### config.mk
export PLATFORM = sky130hd
export DESIGN_NAME = sobel_stream_engine
export DESIGN_NICKNAME = d
export VERILOG_FILES = /design/src/rtl/sobel_config_pkg.sv /design/src/rtl/sobel_line_buffer.sv /design/src/rtl/sobel_stream_engine.sv
export SDC_FILE = /design/constraint.sdc
export NUM_CORES = 1
export LEC_CHECK = 0
export CORE_MARGIN = 2
export CORE_UTILIZATION = 35
export CTS_BUF_LIST = sky130_fd_sc_hd__clkbuf_16
export CTS_CLUSTER_SIZE = 12
export DETAILED_ROUTE_END_ITERATION = 12
export SYNTH_ARGS = -nofsm -noshare
export SYNTH_HDL_FRONTEND = slang
export SYNTH_SLANG_ARGS = --single-unit
### constraint.sdc
create_clock -name clk_i -period 8.9 [get_ports clk_i]
set_input_delay 1.78 -clock clk_i [delete_from_list [all_inputs] [get_ports clk_i]]
set_output_delay 1.78 -clock clk_i [all_outputs]
set_load 0.005 [all_outputs]
### src/rtl/sobel_config_pkg.sv
// Shared widths, types and simulation file locations for the Sobel stream engine.
// Gradients carry three extra bits; the magnitude |Gx|+|Gy| carries four.
package sobel_config_pkg;

  localparam int PIX_W  = 8;
  localparam int GRAD_W = PIX_W + 3;
  localparam int MAG_W  = PIX_W + 4;

  typedef logic        [PIX_W-1:0]  pixel_t;
  typedef logic signed [GRAD_W-1:0] grad_t;
  typedef logic        [MAG_W-1:0]  mag_t;

  typedef enum logic {
    MODE_BINARY = 1'b0,
    MODE_MAG    = 1'b1
  } out_mode_e;

  // Image files used by the simulation harness around the engine
  localparam string SIM_INPUT_PATH  = "sim/image_in.txt";
  localparam string SIM_OUTPUT_PATH = "sim/edge_out.txt";

endpackage

### src/rtl/sobel_line_buffer.sv
// Enabled delay line: dout_o is the sample written DEPTH enabled cycles earlier.
// One instance holds one image line of the Sobel window.
module sobel_line_buffer
  import sobel_config_pkg::*;
#(
  parameter int DEPTH = 5,
  parameter int WIDTH = PIX_W
) (
  input  logic             clk_i,
  input  logic             en_i,
  input  logic [WIDTH-1:0] din_i,
  output logic [WIDTH-1:0] dout_o
);

  logic [WIDTH-1:0] r_mem [DEPTH];

  always_ff @(posedge clk_i) begin
    if (en_i) begin
      r_mem[0] <= din_i;
      for (int i = 1; i < DEPTH; i++) begin
        r_mem[i] <= r_mem[i-1];
      end
    end
  end

  assign dout_o = r_mem[DEPTH-1];

endmodule

### src/rtl/sobel_stream_engine.sv
// Streaming 3x3 Sobel engine: raster pixels in, one result per interior pixel out.
// Stage 1 builds the window from two line buffers; stage 2 computes and registers the result.
module sobel_stream_engine #(
  parameter int IMAGE_ROW_SIZE    = 5,
  parameter int IMAGE_COLUMN_SIZE = 5,
  parameter int PIX_W             = sobel_config_pkg::PIX_W,
  parameter int THRESHOLD         = 100
) (
  input  logic             clk_i,
  input  logic             rst_ni,
  input  logic             pix_valid_i,
  output logic             pix_ready_o,
  input  logic [PIX_W-1:0] pix_data_i,
  input  logic             pix_sof_i,
  input  logic             thresh_we_i,
  input  logic [PIX_W+3:0] thresh_i,
  input  logic             mode_i,
  output logic             out_valid_o,
  input  logic             out_ready_i,
  output logic [PIX_W-1:0] out_data_o,
  output logic             out_eof_o,
  output logic             frame_err_o
);
  import sobel_config_pkg::*;

  localparam int GW = PIX_W + 3;
  localparam int MW = PIX_W + 4;
  localparam int RW = $clog2(IMAGE_ROW_SIZE);
  localparam int CW = $clog2(IMAGE_COLUMN_SIZE);
  localparam logic [MW-1:0] L_PIX_MAX = {4'b0000, {PIX_W{1'b1}}};

  logic             w_stall, w_accept;
  logic [RW-1:0]    r_row, w_row_cur;
  logic [CW-1:0]    r_col, w_col_cur;
  logic             r_frame_err;
  logic [PIX_W-1:0] r_win [3][3];
  logic [PIX_W-1:0] w_lb0_q, w_lb1_q;
  logic             r_s1_valid, r_s1_eof;
  logic [MW-1:0]    r_thresh;
  logic             r_out_valid, r_out_eof;
  logic [PIX_W-1:0] r_out_data;

  // One stall term freezes both stages while a result waits at the output
  assign w_stall     = r_out_valid && !out_ready_i;
  assign pix_ready_o = !w_stall;
  assign w_accept    = pix_valid_i && !w_stall;
  assign w_row_cur   = pix_sof_i ? '0 : r_row;
  assign w_col_cur   = pix_sof_i ? '0 : r_col;

  always_ff @(posedge clk_i or negedge rst_ni) begin
    if (!rst_ni) begin
      r_row       <= '0;
      r_col       <= '0;
      r_frame_err <= 1'b0;
    end else if (w_accept) begin
      if (pix_sof_i && (r_row != '0 || r_col != '0)) r_frame_err <= 1'b1;
      if (w_col_cur == CW'(IMAGE_COLUMN_SIZE-1)) begin
        r_col <= '0;
        r_row <= (w_row_cur == RW'(IMAGE_ROW_SIZE-1)) ? '0 : w_row_cur + 1'b1;
      end else begin
        r_col <= w_col_cur + 1'b1;
        r_row <= w_row_cur;
      end
    end
  end

  sobel_line_buffer #(.DEPTH(IMAGE_COLUMN_SIZE), .WIDTH(PIX_W)) u_line0 (
    .clk_i  (clk_i),
    .en_i   (w_accept),
    .din_i  (pix_data_i),
    .dout_o (w_lb0_q)
  );

  sobel_line_buffer #(.DEPTH(IMAGE_COLUMN_SIZE), .WIDTH(PIX_W)) u_line1 (
    .clk_i  (clk_i),
    .en_i   (w_accept),
    .din_i  (w_lb0_q),
    .dout_o (w_lb1_q)
  );

  always_ff @(posedge clk_i) begin
    if (w_accept) begin
      for (int r = 0; r < 3; r++) begin
        r_win[r][0] <= r_win[r][1];
        r_win[r][1] <= r_win[r][2];
      end
      r_win[0][2] <= w_lb1_q;
      r_win[1][2] <= w_lb0_q;
      r_win[2][2] <= pix_data_i;
    end
  end

  always_ff @(posedge clk_i or negedge rst_ni) begin
    if (!rst_ni) begin
      r_s1_valid <= 1'b0;
      r_s1_eof   <= 1'b0;
    end else if (!w_stall) begin
      r_s1_valid <= w_accept && (w_row_cur >= RW'(2)) && (w_col_cur >= CW'(2));
      r_s1_eof   <= (w_row_cur == RW'(IMAGE_ROW_SIZE-1)) &&
                    (w_col_cur == CW'(IMAGE_COLUMN_SIZE-1));
    end
  end

  logic [PIX_W+1:0] w_gx_pos, w_gx_neg, w_gy_pos, w_gy_neg;
  logic signed [GW-1:0] w_gx, w_gy;
  logic [GW-1:0]    w_ax, w_ay;
  logic [MW-1:0]    w_mag;
  logic [PIX_W-1:0] w_result;

  always_comb begin
    w_gx_pos = {2'b00, r_win[0][2]} + {1'b0, r_win[1][2], 1'b0} + {2'b00, r_win[2][2]};
    w_gx_neg = {2'b00, r_win[0][0]} + {1'b0, r_win[1][0], 1'b0} + {2'b00, r_win[2][0]};
    w_gy_pos = {2'b00, r_win[2][0]} + {1'b0, r_win[2][1], 1'b0} + {2'b00, r_win[2][2]};
    w_gy_neg = {2'b00, r_win[0][0]} + {1'b0, r_win[0][1], 1'b0} + {2'b00, r_win[0][2]};
    w_gx     = $signed({1'b0, w_gx_pos}) - $signed({1'b0, w_gx_neg});
    w_gy     = $signed({1'b0, w_gy_pos}) - $signed({1'b0, w_gy_neg});
    w_ax     = w_gx[GW-1] ? $unsigned(-w_gx) : $unsigned(w_gx);
    w_ay     = w_gy[GW-1] ? $unsigned(-w_gy) : $unsigned(w_gy);
    w_mag    = {1'b0, w_ax} + {1'b0, w_ay};
    w_result = '0;
    if (out_mode_e'(mode_i) == MODE_MAG) begin
      w_result = (w_mag > L_PIX_MAX) ? '1 : w_mag[PIX_W-1:0];
    end else begin
      w_result = (w_mag > r_thresh) ? '1 : '0;
    end
  end

  always_ff @(posedge clk_i or negedge rst_ni) begin
    if (!rst_ni) begin
      r_thresh <= MW'(THRESHOLD);
    end else if (thresh_we_i) begin
      r_thresh <= thresh_i;
    end
  end

  always_ff @(posedge clk_i or negedge rst_ni) begin
    if (!rst_ni) begin
      r_out_valid <= 1'b0;
      r_out_data  <= '0;
      r_out_eof   <= 1'b0;
    end else if (!w_stall) begin
      r_out_valid <= r_s1_valid;
      r_out_eof   <= r_s1_valid && r_s1_eof;
      if (r_s1_valid) r_out_data <= w_result;
    end
  end

  assign out_valid_o = r_out_valid;
  assign out_data_o  = r_out_data;
  assign out_eof_o   = r_out_eof;
  assign frame_err_o = r_frame_err;

endmodule
==> results_dict.tcl <==
set metrics [dict create \
    fin_tns_setup_ps 0 \
    hold_path_class "flop to flop" \
    fill_cells 2212 \
    drtIter0Drc 222 \
    cts_setup_buffers 0 \
    numCtsBuffers 17 \
    critPathCaptureType "flop" \
    dr.pass1.iters 4 \
    syn-num-nets 853 \
    insertion_delay_ps 430 \
    ys_seq_area_frac 0.472 \
    clock_sinks 135 \
    pre_cts_ws_ps 1880 \
    worstPathArrival_ps 7400 \
    track_usage 0.127 \
    regArea_mm2 0.00390 \
    start_kind "flop" \
    die-width_um 158 \
    dpl-instance-area_mm2 0.00903 \
    dominantRegCellSynth "edfxtp_1" \
    fmax_mhz 140 \
    drc_errors 0 \
    synth_compound_area_frac 0.0924 \
    port_buffers 38 \
    max-slew-margin-rel 0.310 \
    finalSetupViolCount 0 \
    io_pins 39 \
    die_area_mm2 0.0249 \
    die_h_um 158 \
    cap_violations 0 \
    synth_edf_count 104 \
    gp_congestion 0.799 \
    gr-total-overflow 0 \
    required_ps 9170 \
    htree_levels 4 \
    num_rows 56 \
    final_cell_area_mm2 0.00962 \
    synth_cell_type_count 60 \
    period_share 0.801 \
    yosys.area_share.simple 0.0768 \
    utilization 0.412 \
    synth_top_family_by_area "adder cells" \
    cts_tree "built" \
    vias_per_cell 4.47 \
    synth-async-reset-ratio 0.230 \
    hpwlAfterDp_um 10800 \
    ctsResizeCount 0 \
    hold_viol_final 0 \
    cp_max_fo 9 \
    cts_buffer_depth 2 \
    criticalPathCategory "flop to flop" \
    synth_seq_cells 135 \
    grt_pass1_vias 5152 \
    core-area_mm2 0.0233 \
    synth_warnings 0 \
    finish.net_count 905 \
    wl_per_cell_um 13.2 \
    tightest_slew_ps 1040 \
    grt_max_degree 85 \
    multi_input_area_mm2 0.00373 \
    path_clk_slew_ps 70 \
    muxShareOfSynthArea 0.00544 \
    diodes 0 \
    ant_nets 0 \
    grt_first_pass_wirelength_um 24600 \
    cts_hold_buf 0 \
    layout_setup_ws_ps 1770 \
    netlist_area_mm2 0.00827 \
    synth_fa_ha_area_frac 0.236 \
    start_util 0.355 \
    synth_cells 708 \
    vias 4883 \
    rsz0062_at_grt "no" \
    area_delta_synth_final_pct 16.2 \
    drv_slew 0 \
    routed_wl_um 14400 \
    cts-root-buf "clkbuf_16" \
    antenna_found_initial 0 \
    drive_gt1_frac 0.0699 \
    outcome "finished, final reports clean" \
    synth_xor_area_frac 0.0411 \
    syn_avg_cell_area_um2 11.7 \
    period_minus_slack_ps 7130 \
    fin_worst_skew_ps 13.2 \
]
Yosys cell counts (2+ instances only):
cell type	count	share of area
a211o_1	2	0.0021
a211oi_1	4	0.0036
a21o_1	10	0.0091
a21oi_1	22	0.013
a31oi_1	11	0.0083
a41oi_1	3	0.0032
and2_1	2	0.0015
and3_1	5	0.0038
buf_1	2	0.00091
clkbuf_1	3	0.0014
dfrtp_1	28	0.085
dfstp_2	3	0.0095
edfxtp_1	104	0.38
fa_1	63	0.15
ha_1	55	0.083
inv_1	159	0.072
mux2_2	4	0.0054
nand2_1	39	0.018
nand2b_1	8	0.0060
nand3_1	10	0.0060
nand4_1	3	0.0023
nor2_1	38	0.017
nor2b_1	5	0.0038
nor3_1	6	0.0036
nor3b_1	3	0.0027
nor4b_1	2	0.0021
o211a_1	2	0.0024
o211ai_1	5	0.0045
o21a_1	3	0.0027
o21ai_0	27	0.016
o22ai_1	12	0.0091
or2_2	2	0.0015
xnor2_1	20	0.021
xor2_1	17	0.018
layer usage:
| metal | GRT usage | vias up | wire, um |
|---|---|---|---|
| li1 | - | 2471 | - |
| met1 | 0.176 | 2329 | 7400 |
| met2 | 0.195 | 73 | 6360 |
| met3 | 0.0328 | 10 | 523 |
| met4 | 0.0416 | 0 | 143 |
| met5 | 0 | - | 0 |
sequential cells by signal (all words and copies together), names as in the netlist:
| register | cells |
|---|---|
| r_thresh | 12 |
| out_data_o | 8 |
| r_col | 3 |
| r_row | 3 |
| u_line1.r_mem | 40 |
| r_s1_valid | 1 |
| out_valid_o | 1 |
| r_s1_eof | 1 |
| out_eof_o | 1 |
| r_win | 47 |
| u_line0.r_mem | 17 |
| frame_err_o | 1 |
cells by family after synthesis:
family | Yosys count
mux | 4
flops | 135
compound gates | 115
fa+ha+maj | 118
simple gates | 131
buf+inv | 167
xor+xnor | 38
critical path, stage by stage (launching register included):
cell      delay [ps]
edfxtp_1         410
inv_1            120
fa_1             440
fa_1             550
inv_1             50
fa_1             530
inv_1             40
ha_1             370
nor2b_1          190
a221o_1          340
a211oi_2         350
nor4b_2          330
a31oi_1          150
xor2_1           170
ha_1             390
and3_1           270
a221oi_1         340
o211a_1          230
nor2_1            50
ha_1             290
a21o_1           180
a211o_1          280
o32a_1           480
nor2_4           250
a41oi_1          140
layout by cell type, fill, tap and decap left out, types with 4 or more instances in the layout:
| cell | instances |
|---|---|
| a211oi_1 | 4 |
| a21o_1 | 10 |
| a21oi_1 | 22 |
| a31oi_1 | 11 |
| and3_1 | 5 |
| clkbuf_16 | 17 |
| clkdlybuf4s50_1 | 38 |
| dfrtp_1 | 28 |
| edfxtp_1 | 104 |
| fa_1 | 63 |
| ha_1 | 55 |
| inv_1 | 158 |
| inv_6 | 5 |
| inv_8 | 4 |
| mux2_2 | 4 |
| nand2_1 | 39 |
| nand2b_1 | 8 |
| nand3_1 | 10 |
| nor2_1 | 38 |
| nor2b_1 | 5 |
| nor3_1 | 6 |
| o211ai_1 | 5 |
| o21ai_0 | 27 |
| o22ai_1 | 12 |
| xnor2_1 | 20 |
| xor2_1 | 17 |
stage by stage:
step                instances  hold slack (ps)
floorplan                 708              400
global placement         1060              400
detailed placement       1060              405
CTS                      1092              422
global route             1092              419
finish                   1092              417
final timing paths:
check                                                from                              to  slack [ps]  depth (start not counted)
hold / removal             u_line1.r_mem[0][13]$_DFFE_PP_  u_line1.r_mem[0][21]$_DFFE_PP_         420                          0
min in group asynchronous                          rst_ni         frame_err_o$_DFFE_PN0P_        1760                          2
max in group asynchronous                          rst_ni         r_thresh[2]$_DFFE_PN1P_        6820                          2
setup / recovery                   r_win[0][69]$_DFFE_PP_       out_data_o[0]$_DFFE_PN0P_        1770                         24
hold reg to reg            u_line1.r_mem[0][13]$_DFFE_PP_  u_line1.r_mem[0][21]$_DFFE_PP_         420                          0
setup reg to reg                   r_win[0][69]$_DFFE_PP_       out_data_o[0]$_DFFE_PN0P_        1770                         24
area by class of cell:
| cell class | instances | share of cell area |
|---|---|---|
| clock buffers | 17 | 0.0442 |
| clock inverters | 15 | 0.0163 |
| inverters | 160 | 0.0627 |
| multi-input cells | 406 | 0.388 |
| flip-flops and latches | 135 | 0.406 |
| well taps | 319 | 0.0415 |
| repair buffers | 40 | 0.0411 |
Power is left out: the tool's default activity adds up to more than one toggle a clock period on the data nets, which glitch-free logic cannot reach.
